[src/rtl/debug_event_packer.sv]
// Change-detect tap consumer: timestamps trigger events into a FIFO and drains them
// as framed byte packets (A5, n, n x {tsH,tsL,data}, drop count) on a valid/ready stream.
module debug_event_packer #(
  parameter int DEPTH            = 16,
  parameter int EVENTS_PER_FRAME = 8,
  parameter int FLUSH_CYCLES     = 1024
) (
  input  logic       clk,
  input  logic       reset,
  input  logic       trigger,
  input  logic [7:0] data,
  output logic [7:0] tx_data,
  output logic       tx_valid,
  input  logic       tx_ready,
  output logic       tx_last,
  output logic       overflow
);
  localparam int AW = $clog2(DEPTH);
  localparam int TW = $clog2(FLUSH_CYCLES);
  localparam logic [AW:0] EPF_C   = (AW+1)'(EVENTS_PER_FRAME);
  localparam logic [AW:0] DEPTH_C = (AW+1)'(DEPTH);

  typedef enum logic [2:0] {IDLE, HDR, CNT, EV_TSH, EV_TSL, EV_DAT, TRL} state_e;

  typedef struct packed {
    logic [15:0] ts;
    logic [7:0]  val;
  } event_t;

  state_e        state_q, state_d;
  logic [15:0]   ts_q;
  logic [AW:0]   wr_ptr_q, rd_ptr_q;
  logic [TW-1:0] timer_q, timer_d;
  logic [7:0]    n_q, n_d, rem_q, rem_d;
  logic [7:0]    drop_cnt_q, drop_cnt_d, snap_q, snap_d;
  logic          overflow_q;
  event_t        mem [DEPTH];

  logic [AW:0]   count;
  logic          full, empty, push, drop, pop, accept, start;
  logic [7:0]    nsel, drop_base;
  event_t        head;

  assign count  = wr_ptr_q - rd_ptr_q;
  assign full   = (count == DEPTH_C);
  assign empty  = (count == '0);
  assign push   = trigger && !full;
  assign drop   = trigger && full;
  assign accept = tx_valid && tx_ready;
  assign pop    = (state_q == EV_DAT) && accept;
  assign head   = mem[rd_ptr_q[AW-1:0]];
  assign start  = (state_q == IDLE) &&
                  ((count >= EPF_C) || (timer_q == TW'(FLUSH_CYCLES - 1)));
  assign nsel   = (count >= EPF_C) ? 8'(EVENTS_PER_FRAME) : 8'(count);

  always_comb begin
    state_d    = state_q;
    n_d        = n_q;
    rem_d      = rem_q;
    snap_d     = snap_q;
    timer_d    = '0;
    drop_base  = (state_q == TRL && accept) ? 8'd0 : drop_cnt_q;
    drop_cnt_d = drop_base;
    if (drop && drop_base != 8'hFF) drop_cnt_d = drop_base + 8'd1;
    if (state_q == IDLE && !empty && !start) timer_d = timer_q + 1'b1;
    case (state_q)
      IDLE: if (start) begin
        state_d = HDR;
        n_d     = nsel;
        rem_d   = nsel;
      end
      HDR:    if (accept) state_d = CNT;
      CNT:    if (accept) state_d = EV_TSH;
      EV_TSH: if (accept) state_d = EV_TSL;
      EV_TSL: if (accept) state_d = EV_DAT;
      EV_DAT: if (accept) begin
        rem_d = rem_q - 8'd1;
        if (rem_q == 8'd1) begin
          state_d = TRL;
          // Freeze the trailer value so it stays stable while the sink stalls.
          snap_d  = drop_cnt_d;
        end else begin
          state_d = EV_TSH;
        end
      end
      TRL:     if (accept) state_d = IDLE;
      default: state_d = IDLE;
    endcase
  end

  always_comb begin
    tx_data = 8'h00;
    case (state_q)
      HDR:     tx_data = 8'hA5;
      CNT:     tx_data = n_q;
      EV_TSH:  tx_data = head.ts[15:8];
      EV_TSL:  tx_data = head.ts[7:0];
      EV_DAT:  tx_data = head.val;
      TRL:     tx_data = snap_q;
      default: tx_data = 8'h00;
    endcase
  end

  assign tx_valid = (state_q != IDLE);
  assign tx_last  = (state_q == TRL);
  assign overflow = overflow_q;

  always_ff @(posedge clk or posedge reset) begin
    if (reset) begin
      state_q    <= IDLE;
      ts_q       <= '0;
      wr_ptr_q   <= '0;
      rd_ptr_q   <= '0;
      timer_q    <= '0;
      n_q        <= '0;
      rem_q      <= '0;
      drop_cnt_q <= '0;
      snap_q     <= '0;
      overflow_q <= 1'b0;
    end else begin
      state_q    <= state_d;
      ts_q       <= ts_q + 16'd1;
      timer_q    <= timer_d;
      n_q        <= n_d;
      rem_q      <= rem_d;
      drop_cnt_q <= drop_cnt_d;
      snap_q     <= snap_d;
      if (push) wr_ptr_q <= wr_ptr_q + 1'b1;
      if (pop)  rd_ptr_q <= rd_ptr_q + 1'b1;
      if (drop) overflow_q <= 1'b1;
    end
  end

  always_ff @(posedge clk) begin
    if (push) mem[wr_ptr_q[AW-1:0]] <= '{ts: ts_q, val: data};
  end

endmodule
[config.mk]
export PLATFORM = sky130hd
export DESIGN_NAME = debug_event_packer
export DESIGN_NICKNAME = d
export VERILOG_FILES = /design/src/rtl/debug_event_packer.sv
export SDC_FILE = /design/constraint.sdc
export NUM_CORES = 1
export LEC_CHECK = 0
export BUFFER_PORTS_ARGS = -buffer_cell sky130_fd_sc_hd__buf_2
export CAP_MARGIN = 25
export CORE_MARGIN = 4
export CORE_UTILIZATION = 60
export DETAILED_ROUTE_END_ITERATION = 8
export GPL_TIMING_DRIVEN = 1
export HOLD_SLACK_MARGIN = 0.06
export MAX_ROUTING_LAYER = met4
export PLACE_DENSITY = 0.76
export SLEW_MARGIN = 20
export SYNTH_ARGS = -nofsm -noshare
export SYNTH_HDL_FRONTEND = slang
export SYNTH_SLANG_ARGS = --single-unit
[constraint.sdc]
create_clock -name clk -period 6.95 [get_ports clk]
set_input_delay 0.695 -clock clk [delete_from_list [all_inputs] [get_ports clk]]
set_output_delay 0.695 -clock clk [all_outputs]
set_load 0.1 [all_outputs]
-- After elaboration in Yosys (flattened, before gate mapping)
Memory sizes are Yosys's and may differ from the RTL's.
Index checks and enable logic that the tools add are counted.
- logic and storage cells: 76
- memory bits (writable): 384
- input bits: 12
- output and inout bits: 11
- register bits: 72
- memories kept: 1
- memories (name ; words ; bits a word ; rd ports ; clocked after Yosys merged registers in ; write ports ; line ; RTL):
    mem ; 16 ; 24 ; 1 ; 0 ; 1 ; 37 ; event_t mem [DEPTH];
- mux-type cells: 19
- $lt $le $gt $ge: 1
- $add $sub $neg: 7
- reductions and logical operators: 21
- equality and inequality tests: 17
- operators by type and width (kind ; number):
    case mux 8 bit (6 select lines) ; 1
    2-to-1 mux 8 bit ; 4
    2-to-1 mux 3 bit ; 8
    case mux 3 bit (7 select lines) ; 1
    adder 16 x 1 -> 16 bit, second input constant ; 1
    case mux 8 bit (2 select lines) ; 1
    != test 2 bit, second input constant ; 6
    adder 10 x 1 -> 10 bit, second input constant ; 1
    adder 5 x 1 -> 5 bit, second input constant ; 2
    == test 10 bit, second input constant ; 1
    2-to-1 mux 10 bit ; 1
    == test 3 bit, second input constant ; 3
    logical AND 1 bit ; 9
    adder 8 x 1 -> 8 bit, second input constant ; 1
    == test 8 x 1 -> 1 bit, second input constant ; 1
    != test 8 bit, second input constant ; 1
    subtractor 8 x 1 -> 8 bit, second input constant ; 1
    AND reduction 7 bit ; 1
    == test 3 x 2 -> 1 bit, second input constant ; 2
    AND reduction 3 bit ; 2
    == test 5 bit, second input constant ; 1
    >= comparator 5 x 4 -> 1 bit, second input constant ; 1
    logical NOT 5 bit ; 1
    2-to-1 mux 5 bit ; 1
    10 further kinds ; 13

-- Logic depth before layout (Yosys ltp)
- depth in word-level cells: 7
- depth in mapped cells: 13
- mapped depth without buffers: 10

-- Worst setup path before layout
Ideal clock, no wire load.
- kind: flip-flop to flip-flop
- start: reg rd_ptr_q[2]
- end: mem mem[3][0] (netlist bit) (enable)
- period minus slack after synthesis: 4.867 ns
- cell stages (with the launch flop): 13
- slack: 2.083 ns
- data arrival time: 4.431 ns
- required time: 6.515 ns
- path through: dfrtp_1 > buf_2 > inv_2 > buf_2 > buf_1 > ha_1 > xnor2_1 > nor3b_1 > mux2_2 > a21oi_1 > clkbuf_1 > nand2_1 > nor3_1
- longest elaborated chain between the ends: 6
- ends and longest elaborated chain (element ; line ; RTL):
    start: declaration ; 32 ; logic [AW:0] wr_ptr_q, rd_ptr_q;
    start signal: assignment ; 129 ; if (pop) rd_ptr_q <= rd_ptr_q + 1'b1;
    subtractor 5 bit ; 44 ; assign count = wr_ptr_q - rd_ptr_q;
    == test 5 bit ; 45 ; assign full = (count == DEPTH_C);
    logical NOT 1 bit ; 47 ; assign push = trigger && !full;
    logical AND 1 bit ; 47 ;
    2-to-1 mux 1 bit ; 135 ; if (push) mem[wr_ptr_q[AW-1:0]] <= '{ts: ts_q, val: data};
    2-to-1 mux 1 bit (implied by the code) ; 135 ;
    end: declaration ; 37 ;
Every way passes these cells.

-- Final worst setup path
- start: reg rd_ptr_q[1]
- end: out tx_data[3]
- longest elaborated chain between the ends: 2
- ends and longest elaborated chain (element ; line ; RTL):
    memory read (16 x 24 bit) ; -- ;
    case mux 8 bit (6 select lines) ; 93 ; case (state_q)
    end: declaration ; 12 ; output logic [7:0] tx_data,
Every way passes these cells.

==> out/qor_table.md <==
| Item | Reported |
| --- | --- |
| Run status | complete, no violations |
| Clock tree root driver cell | clkbuf_16 |
| Total number of yosys warnings | 0 |
| Number of remaining DRC errors | 0 |
| Final GP Congestion | 0.811 |
| Max-cap violation count | 0 |
| Clock Sinks | 453 |
| Dominant synthesized flop cell | edfxtp_1 |
| Pin count of the biggest net entering global routing | 100 |
| Post-synthesis sequential element count | 453 |
| Synth Instances | 980 |
| Die area | 0.0332 mm² |
| Relative area change from synthesis to final layout | 11.2% |
| Final Worst Setup Slack | 2.30 ns |
| Number of gates resized after CTS | 0 |
| Detailed router's first-iteration violation count | 950 |
| Highest metal layer with signal wires | met4 |
| Data required time of the worst path | 6.25 ns |
| Skew final | 0.0213 ns |
| Fraction of layout cells with a size suffix above 1 | 20.9% |
| Global-route wire length before repair | 59.1 mm |
| Number of primary I/O pins | 23 |
| Net Sw Frac | 33.4% |
| Distinct cell type count of the synthesized netlist | 53 |
| Vias per cell | 6.36 |
| Data arrival time of the critical path | 3.96 ns |
| Logic pwr share | 29.6% |
| Total number of placement rows | 63 |
| Share of flip-flops with an asynchronous set or reset | 15.2% |
| Horiz. Die Dim | 182 µm |
| Simple-Gate Fraction of Synth Area | 5.33% |
| Unrepaired setup endpoints after global routing | no |
| Area share of xor/xnor cells in the synthesized design | 2.16% |
| Post-Route WL | 38.1 mm |
| Clock-pin slew of the registers on the worst-case setup and hold paths | 0.07 ns |
| Post-synthesis share of cell area spent on full adders, half adders and majority gates | 1.07% |
| Routed length on met1 | 15.4 mm |
| Antenna violation net count after detailed routing | 0 |
| Critical path launch point | rd_ptr_q[1] |
| Pwr per Cell Area | 412 mW/mm² |
| Average cell area after synthesis | 18.6 µm² |
| Total congestion overflow | 0 |
| Post-synthesis net count | 1007 |
| Die height | 182 µm |
| H-tree lvl count | 2 |
| Max FO, Critical Path | 54 |
| Detailed-placement wirelength estimate | 20.7 mm |
| Minimum setup slack after placement | 2.83 ns |
| Cell with the largest stage delay on the worst path | dfrtp_4 |
| Final hold vios | 0 |
| Sw power | 2.79 mW |
| Critical path type | flip-flop to output pin |
| Worst path cell trace | buf_4, mux4_2, mux2i_1, o22ai_1, or4_1, buf_2 |
| Number of endpoints failing setup at the final stage | 0 |
| Total instance count after detailed placement | 1368 |
| Final clock period utilization by the worst path | 67.0% |
| Routed wl met2 | 18.8 mm |
| Main combinational cell family by area after synthesis | multiplexers |
| Nets | 1052 |
| Wire length per cell after detailed routing | 26.2 µm |
| Critical path capture point type | output pin |
| Area of the mapped netlist | 0.0182 mm² |
| Max Clock Freq | 215 MHz |
| Maximum buffer depth of the clock tree | 3 |
| Delay of the slowest critical-path stage | 0.97 ns |
| Hold buffers post-CTS | 0 |
| Setup bufs post-CTS | 0 |
| Worst flop-to-flop path startpoint | rd_ptr_q[1] |
| Via count of the first global-routing pass | 9570 |
| Initial antenna violation count | 1 |
| Worst hold path class | input port to asynchronous set/reset pin |
| Share of synthesized area spent on multiplexers | 15.0% |
| Largest voltage drop on the vdd net | 0.000468 V |
| Number of inserted filler cells in the final layout | 1884 |
| Fraction of the yosys area taken by sequential cells | 72.7% |
| Max-slew headroom | 34.2% |
| Leak Pwr | 7.29 nW |
| Total via count in the routed design | 9228 |
| Initial DRT Pass Iterations | 5 |
| Startpoint types | flip-flop |
| Met3 WL | 2.87 mm |
| Setup Total Neg Slack | 0 ns |
| Number of non-filler instances in the completed layout | 1451 |
| Crit path time final | 4.65 ns |
| GRT Total Usage | 24.4% |
| Worst-Margin Slew | 0.987 ns |
| Area fraction in compound gates after synthesis | 2.19% |
| Sequential power share | 41.6% |
| Clock share of power | 28.8% |
| Internal | 5.56 mW |
| TritonCTS Buffers | 45 |
| Number of pins with negative max-slew slack in the final report | 0 |
| Clock tree from TritonCTS | done |
| Count of flip-flops with a built-in enable after synthesis | 384 |
| Count of input and output buffers | 22 |
| Clock latency on the worst-skew pair | 0.56 ns |
| Starting utilization of the core area | 61.2% |
| Core Region | 0.0298 mm² |
## sequential cells by signal, indices dropped and copies added, names as in the netlist, 3 cells and up
name and flops:
drop_cnt_q 8, rem_q 8, mem 384, snap_q 8, timer_q 10, wr_ptr_q 5
state_q 3, rd_ptr_q 5, n_q 5, ts_q 16
## layout by cell type (no fill, tap or decap), types with 3 or more instances in the layout
master      instances
nand2b_1            4
dfrtp_1            67
nor3b_1             3
and2_1              6
nor2b_1             4
o21ai_0            12
edfxtp_1          384
or4_1               5
nand2_1            52
bufinv_16           5
buf_4              18
nor3_1             12
ha_1               14
clkinv_1            8
buf_2              22
clkbuf_16          45
inv_1              14
clkbuf_1            9
o221ai_1            5
clkinv_2            5
nand4_1             7
nor2_1             40
nand3_1            21
xor2_1             21
clkinvlp_4          5
o22ai_1            15
mux2i_1            49
xnor2_1            24
and3_1             21
mux2_2              8
a21oi_1            13
mux4_2             96
or3_1               6
## final timing paths
check | depth (start not counted) | slack [ns] | endpoint
max in group asynchronous | 3 | 5.88 | rd_ptr_q[1]
worst max-delay path | 6 | 2.30 | tx_data[3]
worst min-delay path | 3 | 0.40 | timer_q[5]
worst max register to register | 8 | 2.80 | mem[6][18]
min in group clk | 2 | 0.46 | overflow
worst min register to register | 1 | 0.47 | overflow
## power by group through the flow
stage	combinational, mW	clock, mW	sequential, mW
after floorplan	2.00	0	3.38
after global placement	2.43	0	3.51
after detailed placement	2.47	0	3.53
after CTS	2.49	2.44	3.48
after global routing	2.66	2.55	3.50
final	2.47	2.40	3.48
## final cells by class
cell class	instances	area, µm²	area share [%]
Inverter	16	60.1	0.296
Multi-Input combinational cell	468	4710	23.2
Antenna cell	1	2.50	0.0123
Clock inverter	28	327	1.61
Tap cell	390	488	2.41
Clock buffer	54	1160	5.72
Sequential cell	453	13300	65.4
Timing Repair Buffer	41	265	1.31
## worst max-delay path: cells and delay by family (launching register included)
kind                   cells  cell delay (ns)
buffers and inverters      2             1.02
multiplexers               2             0.64
flip-flops                 1             0.97
AND/OR/NAND/NOR            1             0.61
AO/OA/AOI/OAI              1             0.11
## metrics by stage
stage	total power, mW	utilization (%)	hold WS (ns)	area, µm²
6_report	8.35	68.1	0.400	20300
5_1_grt	8.72	68.1	0.454	20300
4_1_cts	8.40	68.0	0.437	20300
3_5_place_dp	5.99	63.1	0.462	18800
3_3_place_gp	5.94	63.1	0.454	18800
2_1_floorplan	5.38	-	0.449	18200
## cells in the mapped netlist (all sizes together) (3+ instances only)
cell | instances | area [µm²]
or3 | 6 | 37.5
o221ai | 5 | 43.8
ha | 14 | 175
xor2 | 21 | 184
inv | 16 | 60.1
edfxtp | 384 | 11500
nand4 | 7 | 43.8
or4 | 6 | 48.8
and3 | 23 | 144
mux2 | 8 | 90.1
mux4 | 96 | 2160
nand3 | 21 | 105
nand2b | 4 | 25.0
a21oi | 13 | 65.1
o21ai | 12 | 60.1
xnor2 | 24 | 210
clkbuf | 19 | 71.3
o22ai | 15 | 93.8
mux2i | 49 | 490
dfrtp | 69 | 1730
and2 | 6 | 37.5
nand2 | 52 | 195
nor3 | 13 | 65.1
buf | 24 | 139
nor3b | 3 | 22.5
nor2b | 4 | 25.0
nor2 | 40 | 150
## routing by layer
metal | vias up | track usage (%)
met3 | 78 | 4.39
met1 | 4768 | 33.8
met2 | 381 | 38.5
met4 | 0 | 6.42
met5 | - | -
li1 | 4001 | -
## cell families (layout without fill, tap and decap cells)
| logic type | after synthesis | in the layout |
|---|---|---|
| flops | 453 | 453 |
| xor+xnor | 45 | 45 |
| fa+ha+maj | 15 | 15 |
| compound gates | 61 | 61 |
| other cells | 0 | 1 |
| simple gates | 194 | 194 |
| mux | 153 | 153 |
| buf+inv | 59 | 139 |
(Power assumes the default switching activity.)
